[src/rtl/acc_diff_arbiter.sv]
// Round-robin arbiter sharing one accumulate-difference datapath among NCH channels.
// Each channel keeps its own context. A completion pulse is raised when a context passes THRESH.
module acc_diff_arbiter #(
  parameter int NCH    = 4,
  parameter int DW     = 4,
  parameter int RW     = 8,
  parameter int THRESH = 127
) (
  input  logic                     clock,
  input  logic                     rst_n,
  input  logic [NCH-1:0]           req,
  input  logic [NCH*DW-1:0]        a_bus,
  input  logic [NCH*DW-1:0]        b_bus,
  input  logic                     flush,
  output logic [NCH-1:0]           gnt,
  output logic                     valid,
  output logic [$clog2(NCH)-1:0]   valid_ch,
  output logic [RW-1:0]            result
);

  localparam int CW = $clog2(NCH);

  logic [CW-1:0] ptr;
  logic [CW-1:0] sel;
  logic          any_req;
  logic          xfer;

  logic          s1_vld;
  logic [CW-1:0] s1_ch;
  logic [DW-1:0] s1_a;
  logic [DW-1:0] s1_b;

  logic [RW-1:0] ctx [NCH];
  logic [RW-1:0] cur;
  logic [RW:0]   sum;
  logic          pos_diff;
  logic          over;

  // Search starts at ptr; CW-bit index arithmetic wraps modulo NCH.
  // NOTE: every always_comb output gets a default first so no path leaves it unassigned (no latch).
  always_comb begin
    gnt     = '0;
    sel     = ptr;
    any_req = 1'b0;
    for (int k = 0; k < NCH; k++) begin
      if (!any_req && req[ptr + CW'(k)]) begin
        any_req = 1'b1;
        sel     = ptr + CW'(k);
      end
    end
    if (any_req && !flush && rst_n) gnt[sel] = 1'b1;
  end

  assign xfer = |gnt;

  // Stage-2 arithmetic: one extra bit so the threshold compare never wraps.
  always_comb begin
    cur      = ctx[s1_ch];
    pos_diff = s1_a > s1_b;
    sum      = {1'b0, cur} + {{(RW + 1 - DW){1'b0}}, s1_a - s1_b};
    over     = sum > (RW + 1)'(THRESH);
  end

  // NOTE: sequential state uses non-blocking assignments only, so every register samples pre-edge values.
  always_ff @(posedge clock or negedge rst_n) begin
    if (!rst_n) begin
      ptr      <= '0;
      s1_vld   <= 1'b0;
      s1_ch    <= '0;
      s1_a     <= '0;
      s1_b     <= '0;
      valid    <= 1'b0;
      valid_ch <= '0;
      result   <= '0;
      // NOTE: the context array is small and must be cleared by reset and flush, so it is built from resettable flops, not RAM.
      for (int i = 0; i < NCH; i++) ctx[i] <= '0;
    end else if (flush) begin
      s1_vld <= 1'b0;
      valid  <= 1'b0;
      for (int i = 0; i < NCH; i++) ctx[i] <= '0;
    end else begin
      s1_vld <= xfer;
      valid  <= 1'b0;
      if (xfer) begin
        ptr   <= sel + CW'(1);
        s1_ch <= sel;
        s1_a  <= a_bus[sel*DW +: DW];
        s1_b  <= b_bus[sel*DW +: DW];
      end
      // Pairs with A <= B are consumed without touching the context.
      if (s1_vld && pos_diff) begin
        if (over) begin
          ctx[s1_ch] <= '0;
          valid      <= 1'b1;
          result     <= sum[RW-1:0];
          valid_ch   <= s1_ch;
        end else begin
          ctx[s1_ch] <= sum[RW-1:0];
        end
      end
    end
  end

endmodule

[config.mk]
export PLATFORM = sky130hd
export DESIGN_NAME = acc_diff_arbiter
export DESIGN_NICKNAME = d
export VERILOG_FILES = /design/src/rtl/acc_diff_arbiter.sv
export SDC_FILE = /design/constraint.sdc
export NUM_CORES = 1
export LEC_CHECK = 0
export ABC_AREA = 1
export CORE_MARGIN = 2
export CORE_UTILIZATION = 57
export DETAILED_ROUTE_END_ITERATION = 10
export PLACE_DENSITY = 0.81
export SYNTH_ARGS = -nofsm -noshare
export SYNTH_HDL_FRONTEND = slang
export SYNTH_SLANG_ARGS = --single-unit
[constraint.sdc]
create_clock -name clock -period 3.6 [get_ports clock]
set_input_delay 0.9 -clock clock [delete_from_list [all_inputs] [get_ports clock]]
set_output_delay 0.9 -clock clock [all_outputs]
set_load 0.03 [all_outputs]
==> results of run 1 <==
## timing repair
action                     in CTS  in global routing
gates resized for setup        13                 11
setup endpoints to repair       4                 26
buffers inserted                2                  1
pin swaps                      10                  5
## power breakdown
part	total [uW]	switching [uW]	internal [uW]
Clock	361	204	157
Combinational	4330	2750	1580
Sequential	1040	209	836
## final cells by class
class                      instances  area [um2]
clock inverter                     1        7.51
sequential                        56        1400
fill                             626        2060
tap                               99         124
timing repair buffer              90         802
multi-input combinational        539        2620
clock buffer                       7        86.3
inverter                          71         269
## kinds of logic (layout without fill, tap and decap cells)
group	Yosys count	count (layout)	synth area share (%)
flops	56	56	31.9
compound gates	38	38	6.16
fa+ha+maj	14	14	4.34
xor+xnor	7	7	1.40
buf+inv	98	169	9.67
simple gates	480	480	46.5
## layout by cell type (no fill, tap or decap), types with 2 or more instances in the layout
master	n
o2111ai_2	2
nand2_1	287
nor2_1	63
dlygate4sd2_1	3
inv_1	59
nand4_1	6
clkinv_1	2
o21ai_0	4
xor2_1	6
dfrtp_1	54
a22oi_1	2
o21ai_4	2
inv_2	9
nand3_2	3
buf_4	40
a221oi_1	2
clkbuf_8	6
o221ai_1	2
nand3_1	97
clkdlybuf4s50_1	44
o21ai_1	13
nor2_4	3
ha_1	10
ha_2	2
fa_1	2
nand2_4	2
dfrtp_2	2
o211ai_1	4
o22ai_1	2
nand2_2	10
nor2_2	4
## state kept, by name (all words and copies together) (netlist names)
register  cells
valid         1
ctx          32
ptr           2
valid_ch      2
result        8
s1_vld        1
s1_a          4
s1_b          4
s1_ch         2
## routing by layer
layer | share of wire [%] | routed length, um | vias to the layer above
met4 | 2.1 | 244 | 0
met2 | 47 | 5550 | 208
met5 | 0 | 0 | -
met1 | 43 | 5070 | 2153
met3 | 7.0 | 820 | 27
li1 | - | - | 2335
## path summary, 6_finish.rpt
path / from / end / cells past startpoint
worst max-delay path: req[1] / gnt[3] / 14
worst min-delay path: ctx[8]$_DFFE_PN0P_ / ctx[8]$_DFFE_PN0P_ / 2
worst max register to register: s1_ch[0]$_DFFE_PN0P_ / ctx[1]$_DFFE_PN0P_ / 15
worst min register to register: ctx[8]$_DFFE_PN0P_ / ctx[8]$_DFFE_PN0P_ / 2
max in group asynchronous: rst_n / ptr[0]$_DFFE_PN0P_ / 2
min in group asynchronous: rst_n / s1_vld$_DFF_PN0_ / 2
## stage by stage
stage               hold slack, ps  setup WS (ps)  cells
global route                   516          -35.0    863
floorplan                      449            181    693
finish                         487           85.9    863
CTS                            491           41.9    862
detailed placement             465           -124    852
global placement               464          -31.0    852
## worst reg2reg max path, cell delays in order (launching register included)
cell	delay [ps]
dfrtp_1	550
nand2_1	160
inv_1	190
a221oi_1	380
ha_1	330
or2_2	300
nand3_1	80
nand2_1	110
nand3_1	130
nand2_2	80
nand2_2	160
nand4_1	100
nand2_1	300
inv_2	140
nand2_1	90
nand2_1	50
==> out/qor.txt, run 1 <==
delay-heaviest family, CP: simple AND/OR/NAND/NOR gates
initial antenna violation count: 0
H-tree level count: 2
post-synth top area cell: dfrtp_1
placed cell area: 0.00514 mm2
Clock transition at path regs: 100 ps
Skew-Pair Late Insertion Delay: 310 ps
syn_nets: 746
ANT nets after route: 0
Fmax: 285 MHz
clock tree sinks: 56
crit-path most repeated cell: inv_1
endpoints failing setup: 0
Critical Path Sink Type: output port
router iterations before antenna repair: 5
Critical-path top delay cell: dlygate4sd2_1
layout cells sized above 1: 12.4%
clock root cell: clkbuf_8
DR vias: 4723
critical path class: in2out
R2R setup slack: 350 ps
met1 usage: 40.7%
core area: 0.00737 mm2
first-pass GRT wire length: 20.2 mm
GRT busiest layer: met2
Worst-Margin Slew: 712 ps
count of max-cap constraint violations: 0
CP cell instances: dlygate4sd2_1 > inv_1 > nand2_1 > nand3_1 > nand2_1 > nor2_4 > nand3_4 > nand2_4 > nand2_4 > inv_1 > ha_2 > inv_1 > nor2_1 > buf_4
grt met2 use: 47.1%
Bufs on Longest Clock Path: 2
Rel. slew slack: 52.5%
CP bufs+invs: 5
post-route cell area: 0.00531 mm2
status: completed
GRT Overall Usage: 29.1%
Synth Warn #: 0
HPWL Detailed: 8.33 mm
Worst path max stage delay: 250 ps
async set-reset flop share out of synthesis: 100%
fin crit period: 3510 ps
die height: 91.7 um
Num CTS Buffers: 5
vias per cell: 5.47
Slew Limit Fails: 0
RePlAce Congestion: 0.942
GR Overflow Total: 0
DRC viols: 0
Detailed Route Iter0 Violations: 365
class of the worst hold path: reg2reg
list of most frequent post-synthesis cells: 290 x nand2_1, 100 x nand3_1, 65 x nor2_1, 61 x inv_1, 56 x dfrtp_1
ys flop type: dfrtp_1
setup TNS: 0 ps
effective utilization at floorplan: 59.5%
n_diodes: 0
CTS hold repair buffers: 0
period utilisation layout: 97.6%
Post-synth EDFFs: 0
vias in the first global route: 4422
top-count cell post-synth: nand2_1
Seq/Total Area, Yosys: 31.9%
Crit Path Max Fanout: 4
#FFs+latches synth: 56
largest net degree at the start of global routing: 70
fin nets: 816
Routed WL per cell: 13.5 um
Pwr Density: 1080 mW/mm2
die area: 0.00841 mm2
Util after Layout: 72.1%
Yosys cell types: 42
IO buf count: 53
mapped cell area: 0.00439 mm2
met3 GRT Util: 4.44%
area share of the largest cell type after synthesis: 31.9%
Die Wd: 91.7 um
Post-Synthesis Cells: 693
Setup Skew: 6.99 ps
num ports: 54
total power: 5730 uW
final WL: 11.7 mm
Synth-to-Final Area Change: 21.1%
leak pwr: 0.00285 uW
CP arrival: 2610 ps
WP data required: 2700 ps
Area contributors post-synth: dfrtp_1 32%, nand2_1 25%, nand3_1 11%
# rows: 31
Max IR drop VDD: 552 uV
Avg Inst Size Synth: 6.33 um2
Hold Vio Cnt, Final: 0
CTS tree: done
CP Launch Type: input pin
Power figures use the tool's default switching activity.
==> inputs of run 2 (changes only) <==
Settings changed: CAP_MARGIN from default to 20.
==> results of run 2 <==
Final layout, timing and power as in run 1 (identical DEF).
